File: config.mk
export PLATFORM = sky130hd
export DESIGN_NAME = bc_operand_sequencer
export DESIGN_NICKNAME = d
export VERILOG_FILES = /design/src/rtl/ara_pkg.sv /design/src/rtl/bc_operand_sequencer.sv
export SDC_FILE = /design/constraint.sdc
export NUM_CORES = 1
export LEC_CHECK = 0
export ABC_AREA = 0
export BUFFER_PORTS_ARGS = -buffer_cell sky130_fd_sc_hd__buf_2
export CORE_UTILIZATION = 52
export CTS_BUF_LIST = sky130_fd_sc_hd__clkbuf_2
export CTS_CLUSTER_SIZE = 16
export DETAILED_ROUTE_END_ITERATION = 12
export PLACE_DENSITY = 0.83
export SLEW_MARGIN = 10
export SYNTH_ARGS = -nofsm -noshare
export SYNTH_HDL_FRONTEND = slang
export SYNTH_SLANG_ARGS = --single-unit
File: constraint.sdc
create_clock -name clk_i -period 4.6 [get_ports clk_i]
set_clock_uncertainty 0.15 [all_clocks]
set_input_delay 0.23 -clock clk_i [delete_from_list [all_inputs] [get_ports clk_i]]
set_output_delay 0.23 -clock clk_i [all_outputs]
set_load 0.02 [all_outputs]
File: src/rtl/ara_pkg.sv
// Shared Ara types: element width, broadcast sequencer state and job configuration.
package ara_pkg;

  localparam int unsigned ELEN = 64;
  typedef logic [ELEN-1:0] elen_t;

  localparam int unsigned BcMaxBLen   = 32;
  localparam int unsigned BcRepWidth  = 16;
  localparam int unsigned BcBLenWidth = $clog2(BcMaxBLen) + 1;

  typedef enum logic [1:0] {
    BC_IDLE,
    BC_FETCH,
    BC_ISSUE,
    BC_DONE
  } bc_state_e;

  typedef struct packed {
    logic [BcBLenWidth-1:0] blen;
    logic [BcRepWidth-1:0]  reps;
  } bc_cfg_t;

endpackage

File: src/rtl/bc_operand_sequencer.sv
// Lane-0 broadcast sequencer: pops fp32 scalars from the broadcast buffer and
// issues each one, replicated into both halves of an operand, a programmed number of times.
module bc_operand_sequencer
  import ara_pkg::*;
#(
  parameter int unsigned NrLanes  = 0,
  parameter int unsigned MaxBLen  = BcMaxBLen,
  parameter int unsigned RepWidth = BcRepWidth,
  localparam int unsigned BLenWidth = $clog2(MaxBLen) + 1
) (
  input  logic                 clk_i,
  input  logic                 rst_ni,
  input  logic                 cfg_valid_i,
  output logic                 cfg_ready_o,
  input  logic [BLenWidth-1:0] cfg_blen_i,
  input  logic [RepWidth-1:0]  cfg_reps_i,
  input  logic                 abort_i,
  input  elen_t                bc_data_i,
  input  logic                 bc_data_valid_i,
  output logic                 bc_data_ready_o,
  output logic                 bc_data_invalidate_o,
  output elen_t                operand_o,
  output logic                 operand_valid_o,
  input  logic                 operand_ready_i,
  output logic                 operand_last_o,
  output logic                 done_o,
  output logic                 busy_o
);

  // NrLanes == 0 means the lane count is not known here, so nothing to check.
  localparam int unsigned LaneDiv = (NrLanes == 0) ? 1 : NrLanes;

  if (NrLanes != 0 && (MaxBLen % LaneDiv) != 0) begin : gen_lane_check
    $error("MaxBLen must be a multiple of NrLanes");
  end

  if (BLenWidth != BcBLenWidth || RepWidth != BcRepWidth) begin : gen_cfg_width_check
    $error("bc_cfg_t field widths do not match MaxBLen/RepWidth");
  end

  bc_state_e            state_q;
  bc_cfg_t              cfg_q;
  logic [BLenWidth-1:0] sc_q;
  logic [RepWidth-1:0]  rc_q;
  logic [31:0]          scalar_q;
  logic                 zero_job_q;

  logic abort_act, cfg_hs, op_hs, fetch_hs, bypass;
  logic rep_last, scalar_last;

  assign rep_last    = (rc_q == cfg_q.reps - RepWidth'(1));
  assign scalar_last = (sc_q == cfg_q.blen - BLenWidth'(1));

  // An abort masks every handshake in its cycle, so nothing is popped or issued.
  assign abort_act       = abort_i && (state_q != BC_IDLE);
  assign cfg_ready_o     = (state_q == BC_IDLE) && !abort_i;
  assign cfg_hs          = cfg_valid_i && cfg_ready_o;
  assign operand_valid_o = (state_q == BC_ISSUE) && !abort_i;
  assign op_hs           = operand_valid_o && operand_ready_i;
  assign bypass          = op_hs && rep_last && !scalar_last;
  assign bc_data_ready_o = ((state_q == BC_FETCH) && !abort_i) || bypass;
  assign fetch_hs        = bc_data_ready_o && bc_data_valid_i;

  assign operand_o            = {scalar_q, scalar_q};
  assign operand_last_o       = operand_valid_o && rep_last && scalar_last;
  assign done_o               = (state_q == BC_DONE) && !abort_i;
  assign bc_data_invalidate_o = abort_act || ((state_q == BC_DONE) && !zero_job_q);
  assign busy_o               = (state_q != BC_IDLE);

  always_ff @(posedge clk_i or negedge rst_ni) begin
    if (!rst_ni) begin
      state_q    <= BC_IDLE;
      cfg_q      <= '0;
      sc_q       <= '0;
      rc_q       <= '0;
      scalar_q   <= '0;
      zero_job_q <= 1'b0;
    end else if (abort_act) begin
      state_q <= BC_IDLE;
    end else begin
      unique case (state_q)
        BC_IDLE: begin
          if (cfg_hs) begin
            cfg_q      <= '{blen: cfg_blen_i, reps: cfg_reps_i};
            sc_q       <= '0;
            zero_job_q <= (cfg_blen_i == '0) || (cfg_reps_i == '0);
            state_q    <= ((cfg_blen_i == '0) || (cfg_reps_i == '0)) ? BC_DONE : BC_FETCH;
          end
        end
        BC_FETCH: begin
          if (fetch_hs) begin
            scalar_q <= bc_data_i[31:0];
            rc_q     <= '0;
            state_q  <= BC_ISSUE;
          end
        end
        BC_ISSUE: begin
          if (op_hs) begin
            if (!rep_last) begin
              rc_q <= rc_q + RepWidth'(1);
            end else if (scalar_last) begin
              state_q <= BC_DONE;
            end else begin
              // Bypass: the next scalar can be loaded in the same cycle, avoiding a bubble.
              sc_q <= sc_q + BLenWidth'(1);
              if (fetch_hs) begin
                scalar_q <= bc_data_i[31:0];
                rc_q     <= '0;
              end else begin
                state_q <= BC_FETCH;
              end
            end
          end
        end
        BC_DONE: state_q <= BC_IDLE;
        default: state_q <= BC_IDLE;
      endcase
    end
  end

  blen_legal_a : assert property (@(posedge clk_i) disable iff (!rst_ni)
                                  cfg_hs |-> (cfg_blen_i <= BLenWidth'(MaxBLen)))
    else $error("cfg_blen_i exceeds MaxBLen");

endmodule

==> metrics.txt <==
share of layout cells above drive strength 1 24.05%; Post-Syn Area 4730 um^2; maxcap violations 0; fin nets approximately 750; CTS Hold Bufs around 60; GRT Residual Overflow 0; Via-to-Cell Ratio 5.508; Critical Path Fanout Max 10; final setup violation count 0; clock-pin slew on the worst setup and hold paths ~0.23 ns; number of flops mapped to enable cells by yosys 0; most common flop cell mapped by yosys dfrtp_1; Residual DRC 0; Post-CTS Resized 0; Synthesis Warnings 0; clock sink total ~80; status finished clean; met3 WL between 600 and 700 um; I/O Buffers 130; Detailed Route Iter0 Violations ~310; Die Area ~9500 um^2; max frequency 236.2 MHz; routed length per placed instance approximately 15 um; Synth area leaders dfrtp_1 (42%), mux2_1 (7.9%), nand2_1 (6.3%); ant diodes 0; GR Util All Layers between 20 and 30%; total number of vias roughly 4200; clock latency on the worst-skew pair between 0.5 and 0.6 ns; VDD IR max between 300 and 400 uV; Yosys reg bits 79; Hold Crit Class in2async; Fill cells around 630; setup bufs post-CTS 0; setup_tns 0 ns; total power roughly 3.5 mW; DP HPWL ~7400 um; number of global-route vias before repair 4144; first-pass GRT wire length approximately 20000 um; Tightest Pin Transition 0.9689 ns; Avg Cell Area, Syn approximately 9.3 um^2; Initial Utilization between 50 and 60%; Pre-antenna DRT Iters 5; clock period minus worst slack about 4.2 ns; RSZ-0062 raised after global routing false; Leak Pwr between 2 and 3 nW; core area slightly below 9000 um^2; cts bufs inserted 9; critical path class reg2out; crit share post-route between 90% and 100%; I/O pin total 163; max layer used met4; WL final 11490 um; H-tree depth 3; Die Y approximately 100 um; cell taking the most area after synthesis dfrtp_1; post-synthesis cell type count 56; CP Launch Type flop; Seq/Total Area, Yosys 41.80%; pwr/cell area just under 600 nW/um^2; required time worst endpoint ~4.2 ns; CTS tree done; Slew Limit Fails 0; Hold Fails Final Rpt 0; Yosys top cell area share around two fifths; Post-Route M1 WL around 5000 um; num rows 34; number of routed nets with antenna violations 0; Slew headroom ~35%; WHS 0.2023 ns; routability cong. ~0.92; Syn Nets roughly 600; crit path DAT 3.85 ns; met2 WL 5788 um; Post-synth ARST share 100.0%; Die W ~97 um; dpl cells 690; Area Overhead vs Synth 25.93%; clk buf depth 2; largest net degree at the start of global routing 80; Finished Layout Cells between 700 and 800; Synth Instances about 510; clock root buffer clkbuf_2; initial antenna violation count 0; CP Capture Type output port
[critical path, cell delays in order (launching register included)]
cell,delay (ns)
dfrtp_1,0.49
or3_1,0.52
or4_4,0.56
or3_4,0.43
a221oi_4,0.39
nand3_1,0.43
nor4_1,0.30
buf_2,0.21
[kinds of logic after synthesis]
kind of cell               share of synthesized area (%)
and+or+nand+nor                                    20.48
AOI/OAI and AO/OA                                  13.04
DFF                                                41.80
buffers and inverters                              8.413
muxes                                              8.915
xor gates and xnor gates                           6.296
adders and majority gates                          1.058
[sequential cells by signal, summed over array words and instances (netlist names)]
name	flops
zero_job_q	1
state_q	2
scalar_q	32
rc_q	16
sc_q	6
cfg_q	22
[placed cells by master (no fill, tap or decap), types with 3 or more instances in the layout]
master,n
a211o_1,3
a211oi_1,5
a21oi_1,6
and2_1,6
and3_1,10
buf_2,129
bufinv_16,3
clkbuf_2,9
dfrtp_1,79
dlygate4sd3_1,59
ha_1,4
inv_1,11
mux2_1,33
mux2i_1,5
nand2_1,79
nand2b_1,9
nand3_1,16
nand4_1,6
nor2_1,21
nor2b_1,7
nor3_1,9
nor4_1,9
o211ai_1,9
o21ai_0,11
o21ai_1,30
o22ai_1,7
or3_1,6
or4_1,4
xnor2_1,22
xor2_1,12
[path summary, 6_finish.rpt]
check,cells past startpoint,to,slack (ns),start
max reg2reg,8,state_q[0]$_DFFE_PN0P_,0.60,cfg_q[0]$_DFFE_PN0P_
min,2,cfg_q[19]$_DFFE_PN0P_,0.20,rst_ni
min reg2reg,2,zero_job_q$_DFFE_PN0P_,0.37,zero_job_q$_DFFE_PN0P_
max,7,operand_last_o,0.37,cfg_q[0]$_DFFE_PN0P_
min in group clk_i,5,state_q[1]$_DFFE_PN0P_,0.21,cfg_valid_i
max in group asynchronous,2,scalar_q[6]$_DFFE_PN0P_,3.46,rst_ni
[synthesized netlist by cell type, types with 4 or more instances]
| cell | instances |
|---|---|
| a211oi_1 | 5 |
| a21oi_1 | 6 |
| and2_1 | 6 |
| and3_1 | 10 |
| buf_2 | 6 |
| buf_4 | 36 |
| clkbuf_1 | 13 |
| dfrtp_1 | 79 |
| ha_1 | 4 |
| inv_1 | 11 |
| mux2_1 | 33 |
| mux2i_1 | 5 |
| nand2_1 | 79 |
| nand2b_1 | 9 |
| nand3_1 | 16 |
| nand4_1 | 6 |
| nor2_1 | 21 |
| nor2b_1 | 7 |
| nor3_1 | 9 |
| nor4_1 | 9 |
| o211ai_1 | 9 |
| o21ai_0 | 11 |
| o21ai_1 | 30 |
| o22ai_1 | 7 |
| or3_1 | 6 |
| or4_1 | 4 |
| xnor2_1 | 22 |
| xor2_1 | 12 |
[through the flow]
| step | area, um^2 | setup slack (ns) | util, % |
|---|---|---|---|
| after floorplan | 4730 | 1.068 | - |
| after global routing | 5956 | 0.1472 | 67.96 |
| after global placement | 5200 | 0.9516 | 59.34 |
| after CTS | 5956 | 0.3757 | 67.96 |
| after detailed placement | 5200 | 0.8848 | 59.34 |
| final | 5956 | 0.3668 | 67.96 |
[area by class of cell]
cell class	count	area [um^2]	share of cell area [%]
inverters	11	41.29	0.6933
clock inverters	7	120.1	2.017
repair buffers	191	1271	21.34
clock buffers	9	45.04	0.7563
flip-flops and latches	79	1977	33.19
well taps	108	135.1	2.269
multi-input cells	360	2366	39.73
[power by group]
part           total [mW]  internal [mW]  switching, mW
sequential           1.23          0.951          0.280
combinational        1.76          0.689           1.07
clock               0.494          0.236          0.258
total                3.48           1.88           1.61
[per-layer routing]
metal,up-vias,track usage [%]
met4,0,8.484
met3,17,4.317
li1,2052,-
met5,-,0
met1,1983,32.10
met2,162,44.16
No activity file was read; power rests on OpenSTA's default activity.
